### config.mk
export PLATFORM = sky130hd
export DESIGN_NAME = id_ex_ctrl_stage
export DESIGN_NICKNAME = d
export VERILOG_FILES = /design/src/rtl/id_ex_ctrl_stage.sv
export SDC_FILE = /design/constraint.sdc
export NUM_CORES = 1
export LEC_CHECK = 0
export ABC_AREA = 0
export CAP_MARGIN = 5
export CORE_ASPECT_RATIO = 0.75
export CORE_MARGIN = 4
export CORE_UTILIZATION = 44
export DETAILED_ROUTE_END_ITERATION = 16
export PLACE_DENSITY = 0.78
export REMOVE_ABC_BUFFERS = 1
export SETUP_SLACK_MARGIN = 0.2
export SYNTH_ARGS = -nofsm -noshare
export SYNTH_HDL_FRONTEND = slang
export SYNTH_SLANG_ARGS = --single-unit
export TNS_END_PERCENT = 30
### constraint.sdc
create_clock -name i_clk -period 2 [get_ports i_clk]
set_clock_uncertainty 0.15 [all_clocks]
set_input_delay 0.4 -clock i_clk [delete_from_list [all_inputs] [get_ports i_clk]]
set_output_delay 0.4 -clock i_clk [all_outputs]
set_load 0.02 [all_outputs]
### src/rtl/id_ex_ctrl_stage.sv
// ID/EX control-bundle register with multi-cycle bubble insertion,
// branch/jump flush, debug freeze and a saturating bubble counter.
//
// Ports:
//   i_clk           rising-edge clock
//   i_reset         asynchronous active-low reset
//   i_enable        pipeline step enable; 0 freezes every register
//   is_ctrl         decoded control bundle
//   is_hazard       bubble request from the hazard detector
//   is_bubble_len   bubbles requested with is_hazard (0 means 1)
//   is_flush        branch/jump squash request
//   os_ctrl         registered control bundle to EX
//   os_bubble       1 when os_ctrl holds an inserted NOP
//   os_stall        combinational hold for PC and IF/ID
//   os_bubble_count saturating count of inserted NOPs
module id_ex_ctrl_stage #(
    parameter int unsigned       CTRL_W    = 16,
    parameter int unsigned       CNT_W     = 2,
    parameter logic [CTRL_W-1:0] NOP_VALUE = '0
) (
    input  logic              i_clk,
    input  logic              i_reset,
    input  logic              i_enable,
    input  logic [CTRL_W-1:0] is_ctrl,
    input  logic              is_hazard,
    input  logic [CNT_W-1:0]  is_bubble_len,
    input  logic              is_flush,
    output logic [CTRL_W-1:0] os_ctrl,
    output logic              os_bubble,
    output logic              os_stall,
    output logic [15:0]       os_bubble_count
);

    typedef enum logic {
        RUN,
        BUBBLE
    } state_t;

    localparam logic [CNT_W-1:0] ONE = CNT_W'(1);

    state_t            state_q, state_d;
    logic [CNT_W-1:0]  rem_q, rem_d;
    logic [CTRL_W-1:0] ctrl_q, ctrl_d;
    logic              bubble_q, bubble_d;
    logic [15:0]       cnt_q, cnt_d;
    logic [CNT_W-1:0]  leff;
    logic              load_nop;

    assign leff = (is_bubble_len == '0) ? ONE : is_bubble_len;

    always_comb begin
        state_d  = state_q;
        rem_d    = rem_q;
        ctrl_d   = ctrl_q;
        bubble_d = bubble_q;
        cnt_d    = cnt_q;
        load_nop = 1'b0;
        if (i_enable) begin
            unique case (state_q)
                RUN: begin
                    if (is_flush) begin
                        load_nop = 1'b1;
                    end else if (is_hazard) begin
                        load_nop = 1'b1;
                        rem_d    = leff - ONE;
                        if (leff > ONE) begin
                            state_d = BUBBLE;
                        end
                    end else begin
                        ctrl_d   = is_ctrl;
                        bubble_d = 1'b0;
                    end
                end
                BUBBLE: begin
                    load_nop = 1'b1;
                    if (is_flush) begin
                        rem_d   = '0;
                        state_d = RUN;
                    end else begin
                        rem_d = rem_q - ONE;
                        // rem_q==0 cannot occur here; treat it as last
                        if (rem_q <= ONE) begin
                            state_d = RUN;
                        end
                    end
                end
                default: state_d = RUN;
            endcase
            if (load_nop) begin
                ctrl_d   = NOP_VALUE;
                bubble_d = 1'b1;
                if (cnt_q != 16'hFFFF) begin
                    cnt_d = cnt_q + 16'd1;
                end
            end
        end
    end

    always_ff @(posedge i_clk or negedge i_reset) begin
        if (!i_reset) begin
            state_q  <= RUN;
            rem_q    <= '0;
            ctrl_q   <= NOP_VALUE;
            bubble_q <= 1'b0;
            cnt_q    <= '0;
        end else begin
            state_q  <= state_d;
            rem_q    <= rem_d;
            ctrl_q   <= ctrl_d;
            bubble_q <= bubble_d;
            cnt_q    <= cnt_d;
        end
    end

    assign os_stall = !i_enable
                    || (state_q == BUBBLE && !is_flush)
                    || (state_q == RUN && is_hazard && !is_flush);

    assign os_ctrl         = ctrl_q;
    assign os_bubble       = bubble_q;
    assign os_bubble_count = cnt_q;

endmodule

* Word-level counts from Yosys, hierarchy flattened
Cells that the tools add are included.
** Storage, ports and cells
- Flip-flop bits (word level) :: 36
- Bits of input ports :: 23
- Output and inout port bits :: 34
- Word-level logic and storage cells :: 51
** Cells by class
- Add/subtract/negate cells :: 3
- Order comparisons :: 2
- Equality and inequality tests :: 6
- Muxes and demuxes :: 23
- Bitwise gates (word level) :: 1
- Reductions and logical operators :: 11
** Operators with widths (count)
- $mux W16 :: 4
- $add A16 B1 Y16 const B :: 1
- $ne A16 B16 Y1 const B :: 1
- $mux W1 :: 12
- $mux W2 :: 4
- $ne A2 B1 Y1 const B :: 3
- $reduce_and A3 Y1 :: 2
- $ne A2 B2 Y1 const B :: 2
- $pmux W1 S2 :: 2
- $pmux W2 S2 :: 1
- $reduce_and A4 Y1 :: 1
- $sub A2 B1 Y2 const B :: 2
- $logic_and A1 B1 Y1 :: 3
- $gt A2 B1 Y1 const B :: 1
- $le A2 B1 Y1 const B :: 1
- $logic_not A1 Y1 :: 2
- $logic_not A2 Y1 :: 1
- $logic_or A1 B1 Y1 :: 2
- $not A1 Y1 :: 1

* Logic depth before layout (Yosys ltp)
Gate-level depths: netlist of the first run.
- Word-level depth :: 7
- Gate-level depth with buffers :: 6
- Mapped depth without buffers :: 6

* Worst setup path before layout of the first run
Ideal clock, no wire load.
- Kind :: register to register
- Start :: register cnt_q[0] (netlist: os_bubble_count[0])
- End :: register cnt_q[1] (netlist: os_bubble_count[1])
- Arrival :: 1.717 ns
- Required time :: 1.725 ns
- Setup slack :: 0.008 ns
- Stages on the path, launching flop included :: 7
- Buffers on the path :: 1
- Cells stage by stage :: dfrtp_1 > ha_1 > clkbuf_1 > nand3_1 > nor4_4 > nor2_2 > mux2_4
** Between the ends
- Word-level cells in the longest chain between the ends :: 2
** RTL lines
- start: declaration :: line 45 : logic [15:0] cnt_q, cnt_d;
- start signal: assignment :: line 111 : cnt_q <= cnt_d;
- branches (longest 2 deep; another with $add A16 B1 Y16)
Parallel ways; which one is timed is not known.
A chain may end at the register's enable or synchronous reset.

* Final worst setup path of the first run
- Start :: register cnt_q[0] (netlist: os_bubble_count[0])
- End :: register cnt_q[3] (netlist: os_bubble_count[3])
The elaborated chain is that of the path after synthesis.

==> qor.txt, run 1 <==
status: finished clean
Final Hold Vio Count: 0
layout cells sized above 1: 22.2%
final global-route overflow total: 0
slew at the pin closest to its max-slew limit: 0.620 ns
total track usage: 19.7%
Mapped Area: 0.00164 sq mm
placed instance area: 0.00231 sq mm
Clk pwr share: 27.3%
Skew-Pair Late Insertion Delay: 0.29 ns
Rows: 18
Die Y: 60.8 um
vias: 1434
Initial Utilization: 47.8%
clock-pin slew of the registers on the worst-case setup and hold paths: 0.07 ns
Hold Startpoint: os_ctrl[6]
# DRC: 0
vias in the first global route: 1422
H-tree Lvls: 2
WS Path Type: flop to flop
Netlist cell types: 36
peak supply drop: 0.000971 V
Max-Slew Margin vs Limit: 58.5%
Cell Int Power: 1550 uW
area leader, netlist: dfrtp_1
first-pass GRT wire length: 7090 um
Sw Ratio: 33.5%
WHS Path Cells: 1
Synth area leaders: dfrtp_1 55%, a22o_1 8.6%, xor2_1 4.3%
Comb power frac: 30.2%
fin area: 0.00254 sq mm
commonest cells after routing, fill and taps aside: 34 x dlygate4sd2_1, 30 x dfrtp_1, 18 x clkdlybuf4s50_1
RSZ-0062 raised after global routing: yes
ANT nets after route: 0
die area: 0.00477 sq mm
hold-critical path endpoint: os_ctrl[6]
syn avg cell area: 11.6 sq um
Critical Path RT: 2.02 ns
footprint of the multi-input gates: 788 sq um
period utilisation layout: 88.9%
PwrDens: 918 mW/mm^2
Worst Path Arrival: 1.79 ns
# nets final: 240
largest net degree at the start of global routing: 37
Tot Pwr: 2330 uW
Final HPWL DP: 3040 um
IO Port Bufs: 56
final setup violation count: 0
Post-synth EDFFs: 0
clk buf depth: 2
initial antenna violation count: 0
worst r2r path cells: 6
P_leak: 0.00125 uW
crit-path max FO: 6
final WL: 4460 um
area grow syn2layout: 55.1%
Initial DRC Count: 92
Core ar.: 0.00342 sq mm
Ys Warns: 0
CTS buffer count: 5
prevailing post-synth register cell: dfrtp_1
CP Launch Type: flop
Clock Root Buffer: clkbuf_8
CTS Sinks: 36
CP Capture Type: flop
max_cap viols: 0
sequential cell area fraction in the yosys report: 55.0%
CTS tree: done
final setup TNS: 0 ns
fin. max-slew vios: 0
Register Area: 908 sq um
fillers: 259
Fmax: 563 MHz
Post-Syn Instances: 141
FFs w/ async S/R, synth: 100%
Synth Register Bits: 36
switching power: 782 uW
antenna cells: 0
slack of the worst reg-to-reg path: 0.22 ns
Tmin final: 1.78 ns
RD Place Congestion: 0.871
most common cell after layout, fill and taps aside: dlygate4sd2_1
post-DR vias/cell: 5.39
# IOs: 57
worst hold path class: flop to flop
reg2reg start: os_bubble_count[0]
Yosys top cell area share: 55.0%
final core occ: 74.2%
drt pass-1 iters: 4
RR Endpoint: os_bubble_count[3]
Die Span X: 78.5 um
share of power burned in registers: 42.5%
WL/cell: 16.8 um
==> logic make-up after synthesis <==
| kind of cell | count (synthesis) | share of synthesized area (%) |
|---|---|---|
| AOI/OAI and AO/OA | 29 | 13.2 |
| and+or+nand+nor | 46 | 18.2 |
| adders and majority gates | 2 | 1.53 |
| xor gates and xnor gates | 14 | 7.49 |
| DFF | 36 | 55.0 |
| buffers and inverters | 12 | 2.98 |
| muxes | 2 | 1.60 |
==> cell usage after synthesis (2+ instances only) <==
| cell type | number |
|---|---|
| a22o_1 | 16 |
| nand4_2 | 2 |
| nor3_1 | 8 |
| o21ai_0 | 6 |
| and3_1 | 2 |
| nor3b_1 | 2 |
| nor4_1 | 2 |
| nor2_1 | 3 |
| a21oi_1 | 2 |
| ha_1 | 2 |
| xor2_1 | 8 |
| nand3_1 | 4 |
| buf_2 | 3 |
| nand4_1 | 3 |
| dfrtp_1 | 36 |
| inv_1 | 5 |
| o31ai_1 | 3 |
| nand2_1 | 9 |
| xnor2_1 | 6 |
| clkbuf_1 | 3 |
==> state kept, by name (all words and copies together), names as in the netlist <==
| register | cells |
|---|---|
| os_bubble_count | 16 |
| os_bubble | 1 |
| os_ctrl | 16 |
| rem_q | 2 |
| state_q | 1 |
==> what timing repair did <==
action / in CTS / in global routing
gates resized for setup: 48 / 17
setup endpoints to repair: 60 / 32
setup buffers: 0 / 5
hold buffers: 1 / 0
pin swaps: 0 / 1
hold endpoints to repair: 28 / 0
==> critical path: stages (launching register included) <==
cell and delay [ns]:
dfrtp_2 0.42, ha_4 0.16, nand3_4 0.08, nor4_4 0.46
buf_4 0.20, nor4b_4 0.04, xor2_1 0.14
==> per-layer routing <==
layer / up-vias / GRT usage, % / routed length [um]
li1: 661 / - / -
met1: 704 / 26.4 / 2010
met2: 58 / 30.6 / 2140
met3: 11 / 4.90 / 214
met4: 0 / 9.23 / 98
met5: - / 0 / 0
==> worst max path at each step <==
| stage | cells after the start | startpoint | end | slack (ns) |
|---|---|---|---|---|
| 6_report | 6 | os_bubble_count[0] | os_bubble_count[3] | 0.22 |
| 5_1_grt | 5 | os_bubble_count[0] | os_bubble_count[1] | 0.14 |
| 4_1_cts | 5 | os_bubble_count[0] | os_bubble_count[1] | 0.16 |
| 3_5_place_dp | 4 | i_enable | os_ctrl[13] | -0.34 |
| 3_3_place_gp | 4 | is_hazard | os_stall | -0.23 |
| 2_1_floorplan | 4 | state_q | os_bubble_count[6] | -0.10 |
==> per-stage QoR <==
stage                     hold WS [ns]  cells  setup slack (ns)
after floorplan                -0.0456    135            -0.100
after global placement           0.307    252            -0.228
after detailed placement         0.314    252            -0.336
after CTS                        0.362    261             0.164
after global routing             0.382    266             0.144
final                            0.353    266             0.223
==> layout make-up <==
cell class	instances	share of cell area [%]
Multi-Input combinational cell	93	31.0
Tap cell	50	2.46
Timing Repair Buffer	73	25.6
Sequential cell	36	35.8
Inverter	6	0.887
Clock inverter	2	1.38
Clock buffer	6	2.86
==> power by group through the flow <==
stage / Combinational [uW] / Sequential, uW / Clock (uW)
global placement: 638 / 986 / 0
global route: 753 / 1010 / 685
CTS: 610 / 983 / 650
floorplan: 201 / 1090 / 0
detailed placement: 658 / 993 / 0
finish: 704 / 991 / 637
Note: power is estimated with default switching activity, not from simulation.
==> inputs of run 2 (changes only) <==
Settings changed: CORE_UTILIZATION 44 to 45, MAX_ROUTING_LAYER set to met4, PLACE_DENSITY 0.78 to 0.8.
Clock period 2 ns to 2.1 ns, I/O delays scaled along.
==> run 2 against run 1 <==
Sequential power shrank 8.6%. Combinational power shrank 6.0%. Core utilization fell by 1.3 points. Critical path type is now input pin to flop. Highest routed layer unchanged.
==> qor.txt, run 2 (synthesis results as in run 1) <==
slowest stage delay, CP: 0.48 ns (+0.02 ns)
share of power burned in registers: 41.5% (-1.0 points)
# IOs: 57 (unchanged)
final global-route overflow total: 0 (unchanged)
Clock Root Buffer: clkbuf_8
total track usage: 19.7% (about the same)
ordered cell list for the critical path: clkdlybuf4s50_1, buf_4, o31ai_1, buf_4, or3_1, nor3_1, xor2_1
final core occ: 72.9% (-1.3 points)
switching power: 701 uW (-10%)
Cell Int Power: 1480 uW (-4.5%)
Initial Utilization: 48.2% (+0.32 points)
clock-pin slew of the registers on the worst-case setup and hold paths: 0.07 ns (about the same)
Rows: 18 (unchanged)
CTS tree: done
CP most frequent cell: buf_4
Fmax: 518 MHz
worst hold path class: flop to flop
P_leak: 0.00122 uW (-2.6%)
CP bufs+invs: 3 (+2)
Die Y: 60.2 um (-0.97%)
WS Path Type: input pin to flop
area grow syn2layout: 51.4%
first-pass GRT wire length: 6760 um (-4.6%)
Critical Path RT: 2.18 ns (+0.16 ns)
WL/cell: 15.4 um (-8.3%)
drt pass-1 iters: 5 (+1)
Core ar.: 0.00340 sq mm (-0.66%)
setup slack after layout: 0.169 ns (-0.0532 ns)
CTS Sinks: 36 (unchanged)
clk buf depth: 2 (unchanged)
Die Span X: 77.7 um (-1.0%)
CP Launch Type: input pin
slew at the pin closest to its max-slew limit: 0.609 ns (-0.0116 ns)
PwrDens: 880 mW/mm^2 (-4.2%)
post-DR vias/cell: 5.25 (-2.5%)
crit-path max FO: 6 (unchanged)
period utilisation layout: 91.9%
Worst Path Arrival: 2.01 ns (+0.22 ns)
Skew-Pair Late Insertion Delay: 0.30 ns (about the same)
fin. max-slew vios: 0 (unchanged)
Clk pwr share: 28.1% (+0.8 points)
IO Port Bufs: 56 (unchanged)
CP Capture Type: flop
largest net degree at the start of global routing: 37 (unchanged)
initial antenna violation count: 0 (unchanged)
CP max stage cell: clkdlybuf4s50_1
die area: 0.00468 sq mm (-2.0%)
antenna cells: 0 (unchanged)
max_cap viols: 0 (unchanged)
most common cell after layout, fill and taps aside: clkdlybuf4s50_1
Comb power frac: 30.3% (about the same)
commonest cells after routing, fill and taps aside: 44 x clkdlybuf4s50_1, 36 x dfrtp_1, 16 x a22o_1
vias: 1382 (-3.6%)
pre-CTS WS: -0.298 ns (+0.0377 ns)
ANT nets after route: 0 (unchanged)
CTS Hold Bufs: 0 (-1)
RD Place Congestion: 0.856 (-1.7%)
Tmin final: 1.93 ns
H-tree Lvls: 2 (unchanged)
cell family with most CP delay: buffers and inverters
placed instance area: 0.00234 sq mm (+1.2%)
layout cells sized above 1: 14.6% (-7.7 points)
slack of the worst reg-to-reg path: 0.28 ns (+0.06 ns)
RSZ-0062 raised after global routing: yes
Tot Pwr: 2180 uW (-6.5%)
Initial DRC Count: 121 (+32%)
Final HPWL DP: 2950 um (-3.0%)
Sw Ratio: 32.1% (-1.4 points)
status: finished clean
Final Hold Vio Count: 0 (unchanged)
# DRC: 0 (unchanged)
Min Hold Slack: 0.362 ns (+0.00835 ns)
vias in the first global route: 1402 (-1.4%)
CTS buffer count: 5 (unchanged)
peak supply drop: 0.000895 V (-7.9%)
final setup violation count: 0 (unchanged)
Max-Slew Margin vs Limit: 59.3% (+0.78 points)
# nets final: 237 (-1.3%)
fin area: 0.00248 sq mm (-2.4%)
final WL: 4040 um (-9.3%)
run 2: worst paths after layout:
kind                                startpoint                  end  cells past startpoint
max in group asynchronous              i_reset   os_bubble_count[8]                      2
setup / recovery                     is_hazard  os_bubble_count[15]                      7
min in group asynchronous              i_reset          os_ctrl[11]                      2
hold reg to reg            os_bubble_count[14]  os_bubble_count[14]                      1
setup reg to reg            os_bubble_count[0]   os_bubble_count[1]                      5
hold / removal             os_bubble_count[14]  os_bubble_count[14]                      1
run 2: power by group through the flow:
stage	combinational (uW)	clock, uW	sequential (uW)
after floorplan	192	0	1030
after global placement	659	0	914
after global routing	709	665	926
after CTS	684	623	910
after detailed placement	675	0	922
final	662	614	906
run 2: final cells by class:
type	instances	area, sq um
clock buffer	5	68.8
clock inverter	3	42.5
fill	227	921
inverter	6	22.5
multi-input combinational	93	694
sequential	36	901
tap	50	62.6
timing repair buffer	70	688
run 2: stage by stage:
stage	instances	setup TNS (ns)
floorplan	135	-0.000143
global placement	255	-3.95
detailed placement	255	-5.35
CTS	263	0
global route	263	0
finish	263	0
run 2: worst reg2reg max path, delay by kind of cell, from the launching register on:
kind | cells | cell delay, ns
adder cells (fa/ha/maj) | 1 | 0.25
AND/OR/NAND/NOR | 3 | 0.66
flip-flops | 1 | 0.35
multiplexers | 1 | 0.31
run 2: what timing repair did:
item | CTS | global route
gates cloned | 0 | 0
pin swaps | 0 | 0
endpoints found under the setup margin | 34 | 42
setup buffers | 0 | 0
gates resized for setup | 2 | 14
run 2: routing by layer:
layer	vias up	part of all wire (%)	global-route usage, %
li1	654	-	-
met1	661	45	24.3
met2	63	45	30.1
met3	4	9.1	8.28
met4	0	0.89	4.82
met5	-	0	-
